==> src/rtl/ps2_host_cmd_tx.sv <==
// ps2_host_cmd_tx: sends one host-to-device PS/2 command byte (request, inhibit, 11-bit frame, ACK, timeout).
// Latency: INHIBIT_CYCLES of clock inhibit, then device-paced (11 device clocks); ACK/timeout ends the frame.
// Backpressure: cmd_ready only in IDLE; cmd_valid while busy is ignored; device clock paces every bit.
//
// Ports:
//   clk, reset               system clock, asynchronous active-high reset
//   cmd_data/valid/ready     command byte handshake (accepted when valid && ready)
//   busy                     high outside IDLE; tells the scan-code receiver to ignore line edges
//   tx_done / tx_error       1-cycle result pulses (ACK seen / timeout or missing ACK)
//   ps2_clk_in/ps2_data_in   raw (asynchronous) PS/2 line levels
//   ps2_clk_oe/ps2_data_oe   open-drain pull-down enables (1 = drive low, 0 = release)

module ps2_host_cmd_tx #(
  // Must be at least 2: the last inhibit cycle is spent presenting the start bit.
  parameter int unsigned INHIBIT_CYCLES = 5000,
  parameter int unsigned TIMEOUT_CYCLES = 750000
) (
  input  logic       clk,
  input  logic       reset,
  input  logic [7:0] cmd_data,
  input  logic       cmd_valid,
  output logic       cmd_ready,
  output logic       busy,
  output logic       tx_done,
  output logic       tx_error,
  input  logic       ps2_clk_in,
  input  logic       ps2_data_in,
  output logic       ps2_clk_oe,
  output logic       ps2_data_oe
);

  localparam int unsigned IW = $clog2(INHIBIT_CYCLES + 1);
  localparam int unsigned TW = $clog2(TIMEOUT_CYCLES + 1);

  // The inhibit counter stops one short of INHIBIT_CYCLES because the START
  // cycle (clock still held low, data now low) completes the inhibit period.
  localparam logic [IW-1:0] INH_LAST = IW'(INHIBIT_CYCLES - 2);
  localparam logic [TW-1:0] TMO_LAST = TW'(TIMEOUT_CYCLES - 1);

  // States are named after what the next falling device-clock edge does.
  localparam logic [3:0] S_IDLE      = 4'd0;
  localparam logic [3:0] S_INHIBIT   = 4'd1;
  localparam logic [3:0] S_START     = 4'd2;
  localparam logic [3:0] S_REQ       = 4'd3;  // fall #1 drives D0
  localparam logic [3:0] S_DATA      = 4'd4;  // falls #2..#8 drive D1..D7
  localparam logic [3:0] S_PARITY    = 4'd5;  // fall #9 drives parity
  localparam logic [3:0] S_STOP      = 4'd6;  // fall #10 releases data (stop)
  localparam logic [3:0] S_ACK       = 4'd7;  // fall #11 samples the device ACK
  localparam logic [3:0] S_WAIT_IDLE = 4'd8;

  logic [3:0]    state;
  logic [IW-1:0] inh_cnt;
  logic [TW-1:0] tmo_cnt;
  logic [7:0]    shift;
  logic          parity;
  logic [2:0]    bit_cnt;

  // Two-flop synchronizers plus a history flop for falling-edge detection.
  // They reset to 1 so an idle (pulled-up) bus never looks like an edge.
  logic [1:0] clk_sync;
  logic [1:0] data_sync;
  logic       clk_prev;
  logic       sclk;
  logic       sdata;
  logic       fall;

  always_ff @(posedge clk or posedge reset) begin
    if (reset) begin
      clk_sync  <= 2'b11;
      data_sync <= 2'b11;
      clk_prev  <= 1'b1;
    end else begin
      clk_sync  <= {clk_sync[0], ps2_clk_in};
      data_sync <= {data_sync[0], ps2_data_in};
      clk_prev  <= clk_sync[1];
    end
  end

  assign sclk  = clk_sync[1];
  assign sdata = data_sync[1];
  assign fall  = clk_prev & ~sclk;

  assign cmd_ready = (state == S_IDLE);
  assign busy      = (state != S_IDLE);

  always_ff @(posedge clk or posedge reset) begin
    if (reset) begin
      state       <= S_IDLE;
      inh_cnt     <= '0;
      tmo_cnt     <= '0;
      shift       <= 8'h00;
      parity      <= 1'b0;
      bit_cnt     <= 3'd0;
      tx_done     <= 1'b0;
      tx_error    <= 1'b0;
      ps2_clk_oe  <= 1'b0;
      ps2_data_oe <= 1'b0;
    end else begin
      tx_done  <= 1'b0;
      tx_error <= 1'b0;

      case (state)
        S_IDLE: begin
          // Line edges here belong to device-to-host traffic; only a command moves us.
          if (cmd_valid) begin
            shift       <= cmd_data;
            parity      <= ~^cmd_data;
            inh_cnt     <= '0;
            ps2_clk_oe  <= 1'b1;
            ps2_data_oe <= 1'b0;
            state       <= S_INHIBIT;
          end
        end

        S_INHIBIT: begin
          if (inh_cnt == INH_LAST) begin
            ps2_data_oe <= 1'b1;  // start bit, presented while clock is still inhibited
            state       <= S_START;
          end else begin
            inh_cnt <= inh_cnt + 1'b1;
          end
        end

        S_START: begin
          // Releasing the clock hands timing to the device; the timeout starts here.
          ps2_clk_oe <= 1'b0;
          tmo_cnt    <= '0;
          state      <= S_REQ;
        end

        default: begin
          if (tmo_cnt == TMO_LAST) begin
            ps2_clk_oe  <= 1'b0;
            ps2_data_oe <= 1'b0;
            tx_error    <= 1'b1;
            state       <= S_IDLE;
          end else begin
            tmo_cnt <= tmo_cnt + 1'b1;
            case (state)
              S_REQ: begin
                if (fall) begin
                  ps2_data_oe <= ~shift[0];
                  shift       <= {1'b0, shift[7:1]};
                  bit_cnt     <= 3'd0;
                  state       <= S_DATA;
                end
              end

              S_DATA: begin
                if (fall) begin
                  ps2_data_oe <= ~shift[0];
                  shift       <= {1'b0, shift[7:1]};
                  bit_cnt     <= bit_cnt + 3'd1;
                  // bit_cnt names the bit on the line; 6 -> 7 means D7 just went out.
                  if (bit_cnt == 3'd6) begin
                    state <= S_PARITY;
                  end
                end
              end

              S_PARITY: begin
                if (fall) begin
                  ps2_data_oe <= ~parity;
                  state       <= S_STOP;
                end
              end

              S_STOP: begin
                if (fall) begin
                  ps2_data_oe <= 1'b0;  // stop bit is the released (high) line
                  state       <= S_ACK;
                end
              end

              S_ACK: begin
                if (fall) begin
                  if (!sdata) begin
                    state <= S_WAIT_IDLE;
                  end else begin
                    tx_error <= 1'b1;
                    state    <= S_IDLE;
                  end
                end
              end

              S_WAIT_IDLE: begin
                // Done only once the device has let go of both lines.
                if (sclk && sdata) begin
                  tx_done <= 1'b1;
                  state   <= S_IDLE;
                end
              end

              default: begin
                ps2_clk_oe  <= 1'b0;
                ps2_data_oe <= 1'b0;
                state       <= S_IDLE;
              end
            endcase
          end
        end
      endcase
    end
  end

endmodule

==> config.mk <==
export PLATFORM = sky130hd
export DESIGN_NAME = ps2_host_cmd_tx
export DESIGN_NICKNAME = d
export VERILOG_FILES = /design/src/rtl/ps2_host_cmd_tx.sv
export SDC_FILE = /design/constraint.sdc
export NUM_CORES = 1
export LEC_CHECK = 0
export BUFFER_PORTS_ARGS = -buffer_cell sky130_fd_sc_hd__buf_2
export CAP_MARGIN = 30
export CORE_MARGIN = 3
export CORE_UTILIZATION = 55
export CTS_BUF_LIST = sky130_fd_sc_hd__clkbuf_16
export DETAILED_ROUTE_END_ITERATION = 10
export HOLD_SLACK_MARGIN = 0.05
export PLACE_DENSITY = 0.81
export SETUP_SLACK_MARGIN = 0.02
export SYNTH_ARGS = -nofsm -noshare
export SYNTH_HDL_FRONTEND = slang
export SYNTH_SLANG_ARGS = --single-unit
export TNS_END_PERCENT = 5
==> constraint.sdc <==
create_clock -name clk -period 2.7 [get_ports clk]
set_input_delay 0.27 -clock clk [delete_from_list [all_inputs] [get_ports clk]]
set_output_delay 0.27 -clock clk [all_outputs]
set_load 0.02 [all_outputs]
==> results of run 1 <==
-- placed cells by master (no fill, tap or decap), types with 5 or more instances in the layout --
cell type,count
sky130_fd_sc_hd__buf_4,5
sky130_fd_sc_hd__o21ai_0,15
sky130_fd_sc_hd__inv_1,11
sky130_fd_sc_hd__o31ai_1,11
sky130_fd_sc_hd__dfrtp_1,53
sky130_fd_sc_hd__ha_1,5
sky130_fd_sc_hd__dfstp_2,5
sky130_fd_sc_hd__and3_1,5
sky130_fd_sc_hd__nor3_1,8
sky130_fd_sc_hd__nand3_1,10
sky130_fd_sc_hd__nand2_1,29
sky130_fd_sc_hd__mux2_4,7
sky130_fd_sc_hd__clkbuf_16,9
sky130_fd_sc_hd__buf_2,18
sky130_fd_sc_hd__nand2b_1,5
sky130_fd_sc_hd__nor2_1,20
sky130_fd_sc_hd__xor2_1,8
sky130_fd_sc_hd__a21oi_1,19
sky130_fd_sc_hd__or4_1,8
sky130_fd_sc_hd__nand4_1,10
sky130_fd_sc_hd__xnor2_1,14
sky130_fd_sc_hd__mux2_2,8
-- critical path: stages, from the launching register on --
cell,delay (ns)
sky130_fd_sc_hd__dfrtp_1,0.43
sky130_fd_sc_hd__ha_1,0.29
sky130_fd_sc_hd__or4b_4,0.52
sky130_fd_sc_hd__nor3_4,0.24
sky130_fd_sc_hd__a2111o_2,0.24
sky130_fd_sc_hd__nor2b_4,0.34
sky130_fd_sc_hd__mux2_4,0.34
-- synthesized netlist by cell type, types with 5 or more instances --
| library cell | count |
|---|---|
| sky130_fd_sc_hd__dfrtp_1 | 53 |
| sky130_fd_sc_hd__nand2_1 | 29 |
| sky130_fd_sc_hd__nor2_1 | 20 |
| sky130_fd_sc_hd__a21oi_1 | 19 |
| sky130_fd_sc_hd__o21ai_0 | 15 |
| sky130_fd_sc_hd__xnor2_1 | 14 |
| sky130_fd_sc_hd__o31ai_1 | 11 |
| sky130_fd_sc_hd__inv_1 | 10 |
| sky130_fd_sc_hd__nand3_1 | 10 |
| sky130_fd_sc_hd__nand4_1 | 10 |
| sky130_fd_sc_hd__mux2_2 | 8 |
| sky130_fd_sc_hd__nor3_1 | 8 |
| sky130_fd_sc_hd__or4_1 | 8 |
| sky130_fd_sc_hd__xor2_1 | 8 |
| sky130_fd_sc_hd__mux2_4 | 7 |
| sky130_fd_sc_hd__and3_1 | 5 |
| sky130_fd_sc_hd__buf_2 | 5 |
| sky130_fd_sc_hd__clkbuf_1 | 5 |
| sky130_fd_sc_hd__dfstp_2 | 5 |
| sky130_fd_sc_hd__ha_1 | 5 |
| sky130_fd_sc_hd__nand2b_1 | 5 |
-- sequential cells by signal, summed over array words and instances (netlist names) --
register and cells:
shift 8, state 4, parity 1, tx_error 1
bit_cnt 3, inh_cnt 13, ps2_clk_oe 1, tx_done 1
clk_sync 2, ps2_data_oe 1, data_sync 2, clk_prev 1
tmo_cnt 20
-- kinds of logic after synthesis --
family | count (synthesis) | share of synthesized area
mux | 20 | 0.07403
xor+xnor | 22 | 0.05787
flops | 58 | 0.4378
fa+ha+maj | 6 | 0.02180
compound gates | 64 | 0.1248
simple gates | 132 | 0.2409
buf+inv | 27 | 0.04284
-- cell type report --
cell class | count | area, sq um | area share
Multi-Input combinational cell | 244 | 1729 | 0.4607
Sequential cell | 58 | 1458 | 0.3883
Clock buffer | 9 | 225.2 | 0.06000
Timing Repair Buffer | 25 | 147.6 | 0.03933
Tap cell | 72 | 90.09 | 0.02400
Clock inverter | 7 | 62.56 | 0.01667
Inverter | 11 | 41.29 | 0.01100
-- path summary, 6_finish.rpt --
kind / slack (ns) / start / to / depth (start not counted)
setup / recovery: 0.19 / tmo_cnt[0]$_DFFE_PP0P_ / shift[4]$_DFFE_PP0P_ / 6
hold / removal: 0.13 / reset / tmo_cnt[7]$_DFFE_PP0P_ / 3
setup reg to reg: 0.19 / tmo_cnt[0]$_DFFE_PP0P_ / shift[4]$_DFFE_PP0P_ / 6
hold reg to reg: 0.35 / clk_sync[0]$_DFF_PP1_ / clk_sync[1]$_DFF_PP1_ / 0
max in group asynchronous: 2.08 / reset / parity$_DFFE_PP0P_ / 3
min in group clk: 0.20 / cmd_data[7] / shift[7]$_DFFE_PP0P_ / 3
-- routing by layer --
metal / vias to the layer above / global-route usage
met2: 56 / 0.3449
met4: 0 / 0.1038
met3: 14 / 0.03751
met1: 1258 / 0.2514
li1: 1251 / -
met5: - / 0
-- per-stage QoR --
step	setup slack [ns]	total power [W]
after floorplan	0.4756	0.002219
final	0.1870	0.003573
after CTS	0.1713	0.003585
after global placement	0.2877	0.002434
after detailed placement	0.1935	0.002475
after global routing	0.04130	0.003783
-- power groups by stage --
stage	clock network (W)	logic, W	registers (W)
6_report	0.00109	0.00123	0.00125
5_1_grt	0.00114	0.00136	0.00129
4_1_cts	0.00111	0.00123	0.00125
3_5_place_dp	0	0.00122	0.00126
3_3_place_gp	0	0.00118	0.00125
2_1_floorplan	0	0.00104	0.00118
==> results_dict.tcl, run 1 <==
set metrics [dict create \
    finish.utilization 0.6614 \
    post_synth_inst_count 329 \
    synth_async_sr_flop_share 1.000 \
    post_drt_wl_per_cell_um 15.77 \
    core.rowCount 27 \
    grt_use_total 0.2051 \
    p_comb_frac 0.344 \
    critical_path.startpoint_type "flip-flop" \
    power_per_cell_area_nw_per_um2 951.8 \
    netlist.area_leader.share 0.3983 \
    drc_errors 0 \
    hold_viol 0 \
    dp.final_hpwl_mm 4.537 \
    part_of_the_yosys_area_used_for_sequential_elements 0.4378 \
    total_leakage_power_nw 1.610 \
    dp_cells 408 \
    final_nets 367 \
    final.setup.tns_ns 0 \
    htree_levels 3 \
    cts_tree "built" \
    number_of_buffers_inserted_by_post_cts_setup_repair 0 \
    peakVddDrop_mv 0.5703 \
    drt_first_pass_iters 4 \
    wl_met3_um 208 \
    boundaryPins 19 \
    grt_remaining_overflow 0 \
    worst_setup_path_end_kind "flip-flop" \
    worst_ep_arrival_time_ns 2.72 \
    core_area_sq_um 5675 \
    highest_clock_rate_ghz 0.3979 \
    initial_core_util 0.5866 \
    max_slew_margin 0.5213 \
    post_dp_cell_area_sq_um 3446 \
    cts.clk_slew.worst_paths_ns 0.05 \
    cts_made_buffers 9 \
    synth_enable_flop_cells 0 \
    synth_warnings 0 \
    route.met2.wl_mm 3.371 \
    holdWs_ns 0.1317 \
    first_iter_violations 212 \
    synth_cell_area_sq_um 3329 \
    cts.hold.buffers_added 2 \
    fin_worst_skew_ns 0.006912 \
    port-buffer-count 18 \
    syn_area_per_cell_sq_um 10.12 \
    grt_max_degree 59 \
    final-setup-viol-count 0 \
    die_width_um 83.81 \
    place.gp.congestion 0.8225 \
    rsz0062_at_grt "no" \
    synth_cell_type_count 65 \
    clock-root-buffer "sky130_fd_sc_hd__clkbuf_16" \
    timing_worst_setup_path_type "reg2reg" \
    syn_nets 347 \
    cts.repair.resized 0 \
    synthToLayoutAreaGrowth_pct 12.74 \
    post_layout_nonfiller_instances 426 \
    synth_area_leaders "sky130_fd_sc_hd__dfrtp_1, sky130_fd_sc_hd__dfstp_2, sky130_fd_sc_hd__xnor2_1, sky130_fd_sc_hd__nand2_1, sky130_fd_sc_hd__mux2_4" \
    routed_wl_mm 6.720 \
    maxCapViolations 0 \
    grt_antenna_before_repair 0 \
    synth_top_flop_cell "sky130_fd_sc_hd__dfrtp_1" \
    die-area_sq_um 7023 \
    cp.required_ns 2.91 \
    timing.final.crit_share 0.9307 \
    worst-slew-pin-transition_ns 0.7181 \
    share_seq_of_total_power 0.351 \
    intPower_w 0.002294 \
    detail-route-antenna-nets 0 \
    time_the_final_worst_path_needs_with_i_o_delays_and_setup_ns 2.513 \
    clock_sinks 58 \
    power_switching_w 0.001279 \
    layout-drive-gt1-share 0.2090 \
    critical_path_peak_fanout 7 \
    first_global_vias 2562 \
    worst_min_delay_path_category "in2async" \
    diodes 0 \
    result_of_the_run "finished clean" \
    synth_seq_cells 58 \
    die_height_um 83.81 \
    dr_total_vias 2579 \
    highest-signal-layer "met4" \
    m1WireLength_mm 2.977 \
    slew_viol_final 0 \
    post_route_design_area_sq_um 3754 \
    clkLatencyLatePin_ns 0.33 \
    route.detailed.vias_per_inst 6.054 \
    post-synth-top-area-cell "sky130_fd_sc_hd__dfrtp_1" \
    swShare 0.3580 \
    power.clock.fraction 0.305 \
    wire_length_of_the_first_global_routing_pass_mm 11.63 \
    number_of_fillers_in_the_final_layout 420 \
    cts.path.max_buffers 2 \
]
Note: power is estimated with default switching activity, not from simulation.
==> run 2: changes to the inputs <==
ABC_AREA = 1   (was not set)
==> results_dict.tcl, run 2 <==
set metrics [dict create \
    cts.path.max_buffers 2 \
    dp.final_hpwl_mm 6.029 \
    boundaryPins 19 \
    rsz0062_at_grt "no" \
    final_nets 590 \
    port-buffer-count 18 \
    cp.required_ns 2.94 \
    synth_top_flop_cell "sky130_fd_sc_hd__dfrtp_1" \
    worst-slew-pin-transition_ns 0.6560 \
    synth_area_leaders "sky130_fd_sc_hd__dfrtp_1, sky130_fd_sc_hd__nand2_1, sky130_fd_sc_hd__nand3_1, sky130_fd_sc_hd__inv_1, sky130_fd_sc_hd__nor2_1" \
    htree_levels 3 \
    die_width_um 88.45 \
    timing_worst_setup_path_type "reg2reg" \
    cp_cell_sequence "ha_1 > nand3_2 > nor2_4 > nand3_4 > o21ai_4 > buf_4 > nand2_1 > o21ai_1" \
    number_of_buffers_inserted_by_post_cts_setup_repair 0 \
    synth_top_family_by_area "simple AND/OR/NAND/NOR gates" \
    drc_errors 0 \
    die-area_sq_um 7823 \
    synth_seq_cells 58 \
    timing.final.crit_share 0.8408 \
    wire_length_of_the_first_global_routing_pass_mm 14.96 \
    peakVddDrop_mv 0.6753 \
    post_route_design_area_sq_um 4190 \
    m1WireLength_mm 3.857 \
    layout.cells.most_common "sky130_fd_sc_hd__nand2_1" \
    routed_wl_mm 8.338 \
    first_iter_violations 326 \
    dr_total_vias 3549 \
    grt_antenna_before_repair 0 \
    detail-route-antenna-nets 0 \
    grt_max_degree 36 \
    worst_setup_path_end_kind "flip-flop" \
    route.met2.wl_mm 3.818 \
    place.gp.congestion 0.9573 \
    worst_ep_arrival_time_ns 2.51 \
    synthToLayoutAreaGrowth_pct 12.08 \
    critical_path.startpoint_type "flip-flop" \
    synth_compound_gate_area_share 0.05589 \
    netlist.area_leader.share 0.3548 \
    wl_met3_um 504 \
    cts.hold.buffers_added 3 \
    synth_cell_type_count 33 \
    max_slew_margin 0.5593 \
    cts_tree "built" \
    syn_area_per_cell_sq_um 6.835 \
    synth_warnings 0 \
    post-synth-top-area-cell "sky130_fd_sc_hd__dfrtp_1" \
    hold_viol 0 \
    largest_register_by_flop_count "tmo_cnt" \
    highest_clock_rate_ghz 0.4405 \
    grt_remaining_overflow 0 \
    cts_made_buffers 9 \
    critical_path_peak_fanout 25 \
    final.setup.tns_ns 0 \
    total_leakage_power_nw 2.052 \
    grt_use_total 0.2417 \
    post_synth_inst_count 547 \
    result_of_the_run "finished clean" \
    cell_with_the_most_instances_after_synthesis "sky130_fd_sc_hd__nand2_1" \
    worst_min_delay_path_category "in2reg" \
    post-layout-total-power_w 0.003697 \
    cts.clk_slew.worst_paths_ns 0.05 \
    power_per_cell_area_nw_per_um2 882.2 \
    initial_core_util 0.5788 \
    clkLatencyLatePin_ns 0.32 \
    post_drt_wl_per_cell_um 12.75 \
    time_the_final_worst_path_needs_with_i_o_delays_and_setup_ns 2.270 \
    layout_common_cells "sky130_fd_sc_hd__nand2_1, sky130_fd_sc_hd__nand3_1, sky130_fd_sc_hd__inv_1" \
    highest-signal-layer "met4" \
    synth_enable_flop_cells 0 \
    core.rowCount 29 \
    muxShareOfSynthArea 0 \
    die_height_um 88.45 \
    reg_top3 "tmo_cnt: 20 flops, inh_cnt: 13 flops, shift: 8 flops" \
    largest_reg_flops 20 \
    route.detailed.vias_per_inst 5.427 \
    core_area_sq_um 6459 \
    synth_adder_area_share 0.01673 \
    drt_first_pass_iters 5 \
    clock_sinks 58 \
    post_dp_cell_area_sq_um 3874 \
    synth_xor_area_frac 0.03280 \
    diodes 0 \
    layout-drive-gt1-share 0.1040 \
    post_synth_and_or_nand_nor_area_fraction 0.4257 \
    part_of_the_yosys_area_used_for_sequential_elements 0.3899 \
    syn_nets 565 \
    fin_worst_skew_ns 0.009068 \
    cts.repair.resized 0 \
    critical_path_top_delay_cell "sky130_fd_sc_hd__o21ai_4" \
    first_global_vias 3400 \
    synth_cell_area_sq_um 3739 \
    maxCapViolations 0 \
    slew_viol_final 0 \
    final-setup-viol-count 0 \
    post_synth_most_frequent_cells "sky130_fd_sc_hd__nand2_1, sky130_fd_sc_hd__nand3_1, sky130_fd_sc_hd__inv_1" \
    critical-path-max-stage-delay_ns 0.50 \
    synth_async_sr_flop_share 1.000 \
    clock-root-buffer "sky130_fd_sc_hd__clkbuf_16" \
]
[run 2: per-layer routing]
layer | up-vias | track usage
li1 | 1797 | -
met5 | - | 0
met4 | 0 | 0.1016
met2 | 120 | 0.3909
met1 | 1616 | 0.3232
met3 | 16 | 0.03911
[run 2: final cells by class]
cell class              count  area [sq um]
fillers                   552          2268
well taps                  77         96.34
flip-flops and latches     58          1458
clock buffers               9         225.2
repair buffers             24         142.6
multi-input cells         420          1986
inverters                  59         221.5
clock inverters             7         61.31
[run 2: worst max-delay path, delay by kind of cell (launching register included)]
kind,cells,cell delay [ns]
adders and majority gates,1,0.34
DFF,1,0.42
AOI/OAI and AO/OA,2,0.58
and+or+nand+nor,4,0.55
buffers and inverters,1,0.29
[run 2: kinds of logic after synthesis]
family          Yosys count
simple gates            364
buf+inv                  69
flops                    58
compound gates           37
xor+xnor                 14
fa+ha+maj                 5
[run 2: where the power goes]
part           internal, W  switching [W]  leakage (nW)
Combinational     0.000422       0.000995          1.14
Sequential         0.00102       0.000171         0.768
Clock             0.000702       0.000382         0.148
[run 2: final timing paths]
| check | slack [ns] | cells past startpoint | startpoint | endpoint |
|---|---|---|---|---|
| setup / recovery | 0.43 | 8 | tmo_cnt[0]$_DFFE_PP0P_ | tmo_cnt[10]$_DFFE_PP0P_ |
| hold / removal | 0.18 | 3 | cmd_data[7] | shift[7]$_DFFE_PP0P_ |
| setup reg to reg | 0.43 | 8 | tmo_cnt[0]$_DFFE_PP0P_ | tmo_cnt[10]$_DFFE_PP0P_ |
| hold reg to reg | 0.36 | 0 | data_sync[0]$_DFF_PP1_ | data_sync[1]$_DFF_PP1_ |
| max in group asynchronous | 1.34 | 4 | reset | inh_cnt[7]$_DFFE_PP0P_ |
| min in group asynchronous | 0.52 | 3 | reset | tmo_cnt[7]$_DFFE_PP0P_ |
[run 2: stage by stage]
stage,hold slack [ns],worst slack [ns],util,cells
floorplan,0.2745,1.010,-,547
global placement,0.3211,0.5789,0.5998,635
detailed placement,0.3225,0.4515,0.5998,635
CTS,0.1810,0.4311,0.6488,654
global route,0.2034,0.1403,0.6488,654
finish,0.1820,0.4298,0.6488,654
